## src/rtl/l2_write_buffer.sv

```systemverilog
// Line-granular write buffer between the L1 arbiter and L2: acks writes at once, drains FIFO-order when idle.
// Define WBUF_READ_FWD_EN to serve read hits from the buffer; otherwise reads first drain the buffer.
module l2_write_buffer #(
  parameter int DEPTH = 4,
  parameter int AW    = 16,
  parameter int LW    = 128
) (
  input  logic          clk,
  input  logic          rst_n,
  input  logic          up_read,
  input  logic          up_write,
  input  logic [AW-1:0] up_addr,
  input  logic [LW-1:0] up_wdata,
  output logic [LW-1:0] up_rdata,
  output logic          up_resp,
  output logic          dn_read,
  output logic          dn_write,
  output logic [AW-1:0] dn_addr,
  output logic [LW-1:0] dn_wdata,
  input  logic [LW-1:0] dn_rdata,
  input  logic          dn_resp,
  output logic          wb_empty
);

  localparam int PW = $clog2(DEPTH);
  localparam int CW = $clog2(DEPTH + 1);

  typedef enum logic [1:0] {
    IDLE,
    L2_RD,
    DRAIN,
    DONE
  } state_t;

  state_t          state_q, state_d;
  logic [PW-1:0]   head_q, head_d;
  logic [PW-1:0]   tail_q, tail_d;
  logic [CW-1:0]   count_q, count_d;
  logic [DEPTH-1:0] valid_q, valid_d;
  logic [AW-1:0]   rd_addr_q, rd_addr_d;
  logic [LW-1:0]   rd_data_q, rd_data_d;

  logic [AW-1:0]   addr_q [DEPTH];
  logic [LW-1:0]   line_q [DEPTH];

  logic            hit;
  logic [PW-1:0]   hit_idx;
  logic            full;

  logic            do_push;
  logic            do_merge;
  logic            do_pop;
  logic            do_rd_hit;
  logic            do_miss;
  logic            do_l2_cap;

  // Buffered addresses are unique, so at most one entry can match.
  always_comb begin
    hit     = 1'b0;
    hit_idx = '0;
    for (int i = 0; i < DEPTH; i++) begin
      if (valid_q[i] && (addr_q[i] == up_addr)) begin
        hit     = 1'b1;
        hit_idx = PW'(i);
      end
    end
  end

  assign full     = (count_q == CW'(DEPTH));
  assign wb_empty = (count_q == '0);

  // NOTE: every signal driven here gets a default first, otherwise an
  // unassigned path would infer a latch.
  always_comb begin
    state_d   = state_q;
    do_push   = 1'b0;
    do_merge  = 1'b0;
    do_pop    = 1'b0;
    do_rd_hit = 1'b0;
    do_miss   = 1'b0;
    do_l2_cap = 1'b0;
    unique case (state_q)
      IDLE: begin
        if (up_write) begin
          if (hit) begin
            do_merge = 1'b1;
            state_d  = DONE;
          end else if (!full) begin
            do_push = 1'b1;
            state_d = DONE;
          end else begin
            state_d = DRAIN;
          end
        end else if (up_read) begin
`ifdef WBUF_READ_FWD_EN
          if (hit) begin
            do_rd_hit = 1'b1;
            state_d   = DONE;
          end else begin
            do_miss = 1'b1;
            state_d = L2_RD;
          end
`else
          // Without forwarding, L2 must see every buffered line before the read.
          if (!wb_empty) begin
            state_d = DRAIN;
          end else begin
            do_miss = 1'b1;
            state_d = L2_RD;
          end
`endif
        end else if (!wb_empty) begin
          state_d = DRAIN;
        end
      end
      L2_RD: begin
        if (dn_resp) begin
          do_l2_cap = 1'b1;
          state_d   = DONE;
        end
      end
      DRAIN: begin
        if (dn_resp) begin
          do_pop  = 1'b1;
          state_d = IDLE;
        end
      end
      DONE: begin
        state_d = IDLE;
      end
      default: begin
        state_d = IDLE;
      end
    endcase
  end

  // Push and pop never coincide: they come from different states.
  always_comb begin
    head_d  = head_q;
    tail_d  = tail_q;
    count_d = count_q;
    valid_d = valid_q;
    if (do_push) begin
      tail_d          = tail_q + 1'b1;
      count_d         = count_q + 1'b1;
      valid_d[tail_q] = 1'b1;
    end
    if (do_pop) begin
      head_d          = head_q + 1'b1;
      count_d         = count_q - 1'b1;
      valid_d[head_q] = 1'b0;
    end
  end

  always_comb begin
    rd_addr_d = rd_addr_q;
    rd_data_d = rd_data_q;
    if (do_miss) begin
      rd_addr_d = up_addr;
    end
    if (do_rd_hit) begin
      rd_data_d = line_q[hit_idx];
    end else if (do_l2_cap) begin
      rd_data_d = dn_rdata;
    end
  end

  // NOTE: sequential state uses non-blocking assignments so every register
  // samples pre-edge values regardless of process ordering.
  always_ff @(posedge clk or negedge rst_n) begin
    if (!rst_n) begin
      state_q   <= IDLE;
      head_q    <= '0;
      tail_q    <= '0;
      count_q   <= '0;
      valid_q   <= '0;
      rd_addr_q <= '0;
      rd_data_q <= '0;
    end else begin
      state_q   <= state_d;
      head_q    <= head_d;
      tail_q    <= tail_d;
      count_q   <= count_d;
      valid_q   <= valid_d;
      rd_addr_q <= rd_addr_d;
      rd_data_q <= rd_data_d;
    end
  end

  // NOTE: the entry payload has no reset; the valid bits alone decide
  // whether an entry is meaningful, so clearing the storage buys nothing.
  always_ff @(posedge clk) begin
    if (do_push) begin
      addr_q[tail_q] <= up_addr;
      line_q[tail_q] <= up_wdata;
    end
    if (do_merge) begin
      line_q[hit_idx] <= up_wdata;
    end
  end

  assign up_resp  = (state_q == DONE);
  assign up_rdata = rd_data_q;
  assign dn_read  = (state_q == L2_RD);
  assign dn_write = (state_q == DRAIN);

  always_comb begin
    dn_addr  = '0;
    dn_wdata = '0;
    if (dn_read) begin
      dn_addr = rd_addr_q;
    end else if (dn_write) begin
      dn_addr  = addr_q[head_q];
      dn_wdata = line_q[head_q];
    end
  end

endmodule

```

## config.mk

```make
export PLATFORM = sky130hd
export DESIGN_NAME = l2_write_buffer
export DESIGN_NICKNAME = d
export VERILOG_FILES = /design/src/rtl/l2_write_buffer.sv
export SDC_FILE = /design/constraint.sdc
export NUM_CORES = 1
export LEC_CHECK = 0
export CORE_UTILIZATION = 40
export CTS_CLUSTER_DIAMETER = 150
export DETAILED_ROUTE_END_ITERATION = 6
export PLACE_DENSITY = 0.71
export SLEW_MARGIN = 20
export SYNTH_ARGS = -nofsm -noshare
export SYNTH_HDL_FRONTEND = slang
export SYNTH_SLANG_ARGS = --single-unit
```

## constraint.sdc

```tcl
create_clock -name clk -period 25.4 [get_ports clk]
set_clock_uncertainty 0.1 [all_clocks]
set_input_delay 5.08 -clock clk [delete_from_list [all_inputs] [get_ports clk]]
set_output_delay 5.08 -clock clk [all_outputs]
set_load 0.05 [all_outputs]
```

Word-level counts from Yosys, hierarchy flattened
Memories as Yosys holds them, arrays and structs flattened.
Cells that the tools add are included.

word-level totals
  register bits = 157
  latch bits = 0
  memory bits (writable) = 576
  ROM bits = 0
  output and inout port bits = 276
  logic and storage cells = 91
  memories = 2

operators by class
  add/subtract/negate cells = 4
  multipliers = 0
  div/mod/pow operators = 0
  magnitude comparators = 4
  eq/ne operators = 11
  shift operators = 0
  muxes and demuxes = 49
  bitwise gates (word level) = 3
  reductions and logical operators = 11

memory list
  memory  words  bits a word  read ports  clocked after Yosys merged registers in  wr ports  RTL line  source
  line_q  4      128          1           0                                        1         44        logic [LW-1:0] line_q [DEPTH];
  addr_q  4      16           5           0                                        1         43        logic [AW-1:0] addr_q [DEPTH];

operators by type and width
  operator             number
  $mux 128             3
  $reduce_or 128->1    1
  $eq 16x16->1         4
  $mux 16              2
  $mux 1               28
  $mux 2               9
  $mux 4               2
  $pmux 2 s4           1
  $logic_and 1x1->1    6
  $lt 2x3->1 const B   2
  $mux 3               2
  $add 2x1->2 const B  2
  $and 4x4->4          1
  $demux 1 s2          2
  $eq 2x2->1 const B   2
  $ge 2x1->1 const B   2
  $ne 2x1->1 const B   2
  $ne 4x4->1 const B   1
  $not 4->4            1
  $or 4x4->4           1
  $add 3x1->3 const B  1
  $eq 3x3->1 const B   1
  $logic_not 3->1      1
  $reduce_and 3->1     1
  4 further kinds      4

Depth between registers and ports, before layout
An unclocked memory read counts as a cell.

  depth after elaboration = 14
  gate-level depth with buffers = 9
  depth with buffers taken out = 7

Worst setup path after synthesis
OpenSTA, ideal clock, no wires.

  path type = input -> register
  start = in up_addr[5]
  end = mem line_q[0][0], enable pin
  library setup time = 0.798 ns
  arrival time = 15.511 ns
  data required time = 24.502 ns
  slack = 8.991 ns
  stages on the path = 7
  buffers on the path = 1
  cells stage by stage = buf_4 xor2_1 nor4_1 nand2_1 nor4_1 o21ai_0 nor3b_1

on the way
  word-level cells in the longest chain between the ends = 13
  elaborated cells between the ends (all ways) = 28
  those cells by class = eq/ne: 4; mux: 19; reduce/logical: 5

RTL lines
  what                                        RTL line  source
  start, declared                             12        input logic [AW-1:0] up_addr,
  $eq 16x16->1                                62        if (valid_q[i] && (addr_q[i] == up_addr)) begin
  $logic_and 1x1->1                           62
  $mux 1 (4 in a row)                         62
  $mux 1                                      85        if (hit) begin
  $mux 1                                      84        if (up_write) begin
  $mux 1                                      82        unique case (state_q)
  $mux 1                                      197       if (do_merge) begin
  $mux 1 (not written as such)                198       line_q[hit_idx] <= up_wdata;
  $reduce_or 128->1 (no line)                 -
  $mux 2 (no line) or $mux 1 (tied branches)  -
  end, declared                               44

Parallel ways exist; a longest one is shown, timed or not.

Final worst setup path
  start = reg head_q[0]
  end = out dn_wdata[14]

on the way
  word-level cells in the longest chain between the ends = 3

RTL lines
  what                    RTL line  source
  start, declared         36        logic [PW-1:0] head_q, head_d;
  start signal, assigned  173       head_q <= '0;
  start signal, assigned  181       head_q <= head_d;
  $mem_v2 4x128           -
  $mux 128                212       end else if (dn_write) begin
  $mux 128                210       if (dn_read) begin
  end, declared           19        output logic [LW-1:0] dn_wdata,

Every way passes these cells.

==> impl_metrics.yaml <==
timing:
  max_slew_margin_pct: 28.2
  finalSetupTns_ns: 0
  final-setup-viol-count: 0
  fmax_mhz: 94.8
  layout_worst_path_cycle_share_pct: 41.6
  tightest_slew_ns: 1.08
  final.setup.worst_slack_ns: 14.85
  maxSlewViolCount: 0
  min_period_ns: 10.55
  rsz0062_at_grt: "false"
  finalHoldViolations: 0
setup_path:
  ff2ff_setup_slack_ns: 20.88
  cpMostUsedCell: "buf_4"
  cp.arrival_ns: 5.37
  reg2reg_from: "addr_q[0][6]"
  r2r-end: "line_q[2][12]"
  setup.worst_path.class: "register to primary output"
  rr_worst_depth: 8
  max_stage_delay_ns: 0.84
  cp.required_ns: 20.22
  cp_max_fo: 45
  slowest_stage: "buf_4"
  cp-end-kind: "primary output"
  path_cells: "buf_4, buf_4, buf_4, mux4_2, and2_1, clkdlybuf4s50_1"
  critPathLaunchType: "register"
worst_hold_path:
  min_to: "up_rdata[19]"
  hold_path_class: "register to register"
  min-delay-start: "up_rdata[19]"
  hold_path_depth: 1
synthesis:
  synth_top_area_share_pct: 60.4
  ys_seq_elements: 733
  syn_area_um2: 28700
  ys_async_sr_fraction_pct: 21.4
  synth_largest_area_cell: "edfxtp_1"
  syn_nets: 1706
  netlist_top_cells_count: "576 x edfxtp_1, 157 x dfrtp_1, 144 x mux2_2, 144 x mux4_2, 131 x and2_1"
  syn_avg_cell_area_um2: 20.2
  synth-edff-count: 576
  synth.yosys.seq_area_share_pct: 74.1
  synth_cell_type_count: 44
  netlist_instances: 1420
  netlist_top_cells_area: "edfxtp_1 60%, dfrtp_1 14%, mux4_2 11%"
  synth_ff_type: "edfxtp_1"
  ys.warnings.count: 0
  synth_most_common_cell: "edfxtp_1"
final_layout:
  syn_to_final_growth_pct: 32.1
  layout-drive-gt1-share_pct: 21.5
  final_util_pct: 53.7
  fillCellCount: 5475
  final_nets: 2274
die:
  start_util_pct: 40.6
  die_h_um: 270
  die_w_um: 270
  ioPinCount: 553
  die_area_um2: 72700
  rows: 97
  coreArea_um2: 70500
detailed_routing:
  via_per_inst: 5.07
  ant_nets: 0
  drc: 0
  drt_pass1_iterations: 5
  drt_iter0_markers: 857
  vias: 15186
  routedWlPerCell_um: 24.0
  wirelength_um: 71900
outcome:
  status: "finished clean"
grt:
  busiest_layer: "met2"
  grt_pass1_vias: 16455
  grt_pass1_wl_um: 107000
  grt_max_degree: 81
  use_met1_pct: 22.9
  grt_use_total_pct: 19.8
  grt_overflow_total: 0
  met3_usage_pct: 6.86
  antenna_found_initial: 21
  grt_use_met2_pct: 34.4
clocking:
  cts_tree: "done"
  root_buffer: "clkbuf_16"
  cts_resized: 0
  h-tree-depth: 3
  cts_setup_buffers: 0
  holdBufCountCts: 0
  clk_latency_ns: 0.63
  cts_num_sinks: 733
  numCtsBuffers: 78
  path_clk_slew_ns: 0.06
  cts_max_path_buffers: 3
flow_run:
  cap_violations: 0
pwr:
  max-vdd-ir-drop_mv: 0.133
  p_leak_nw: 13.0
  total_power_w: 0.00492
  pwr_density_cell_nw_per_um2: 130
placed_design:
  dp_hpwl_um: 47700
  routabilityCongestion: 0.854
  place_ws_ns: 15.26
  numPortBuffers: 552
==> layout make-up <==
class	instances	area, µm²	area share (%)
well taps	940	1180	3.11
multi-input cells	593	7100	18.8
diodes	5	12.5	0.0331
repair buffers	571	5670	15.0
clock inverters	37	430	1.14
clock buffers	106	2180	5.76
inverters	11	41.3	0.109
flip-flops and latches	733	21200	56.1
==> metal layers <==
| metal | wire length, µm | vias to the layer above | part of all wire [%] |
|---|---|---|---|
| li1 | - | 6702 | - |
| met1 | 26400 | 7781 | 37 |
| met2 | 37200 | 542 | 52 |
| met3 | 6020 | 135 | 8.4 |
| met4 | 2090 | 26 | 2.9 |
| met5 | 171 | - | 0.24 |
==> worst max-delay path, delay by kind of cell (launching register included) <==
kind	cells	cell delay (ns)
AND/OR/NAND/NOR	1	0.18
buffers and inverters	4	3.09
multiplexers	1	0.60
flip-flops	1	0.73
==> power breakdown <==
| part | total, W | leakage [nW] | switching (W) | internal, W |
|---|---|---|---|---|
| clock network | 0.00114 | 1.27 | 0.000465 | 0.000679 |
| registers | 0.00164 | 7.12 | 0.000128 | 0.00152 |
| logic | 0.00213 | 4.63 | 0.00133 | 0.000801 |
| total | 0.00492 | 13.0 | 0.00192 | 0.00300 |
==> per-stage QoR <==
stage / hold slack, ns / cells / instance area, µm²
floorplan: 0.376 / 1420 / 28700
global placement: 0.386 / 2848 / 35200
global route: 0.410 / 2995 / 37800
detailed placement: 0.391 / 2848 / 35200
CTS: 0.405 / 2991 / 37800
finish: 0.403 / 2996 / 37800
==> worst max-delay path by stage <==
stage,endpoint,cells after the start,from
after floorplan,line_q[0][0],7,up_addr[5]
after global placement,dn_wdata[59],6,head_q[0]
after detailed placement,dn_wdata[112],6,head_q[0]
after CTS,dn_wdata[14],6,head_q[0]
after global routing,dn_wdata[14],6,head_q[0]
final,dn_wdata[14],6,head_q[0]
==> flip-flops by register name, summed over array words and instances, names as in the netlist <==
register,cells
state_q,2
head_q,2
count_q,3
valid_q,4
tail_q,2
addr_q,64
rd_addr_q,16
up_rdata,128
line_q,512
==> logic make-up (layout without fill, tap and decap cells) <==
logic type / count (synthesis) / after routing / synth area share, %
AO/OA/AOI/OAI: 32 / 32 / 0.904
XOR/XNOR: 68 / 68 / 2.08
adder cells (fa/ha/maj): 9 / 9 / 0.419
buffers and inverters: 94 / 725 / 1.39
flip-flops: 733 / 733 / 74.1
multiplexers: 290 / 290 / 17.1
other: 0 / 5 / 0
AND/OR/NAND/NOR: 194 / 194 / 4.07
==> cell usage in the layout (no fill, tap or decap), types with 3 or more instances in the layout <==
cell type,n
clkinv_1,8
clkinv_2,11
mux2_2,144
nor2_1,9
and2_1,131
clkbuf_1,19
bufinv_16,7
mux4_2,144
dfrtp_1,155
a22o_1,16
nor2_2,3
clkinvlp_4,3
xor2_1,9
clkdlybuf4s50_1,551
clkbuf_16,81
edfxtp_1,576
ha_1,8
buf_4,18
inv_1,11
xnor2_1,59
nand3_1,7
diode_2,5
clkinv_8,3
nor4_1,6
nand2_1,12
nand4_1,10
a221oi_1,3
clkbuf_8,6
No activity file was read; power rests on OpenSTA's default activity.
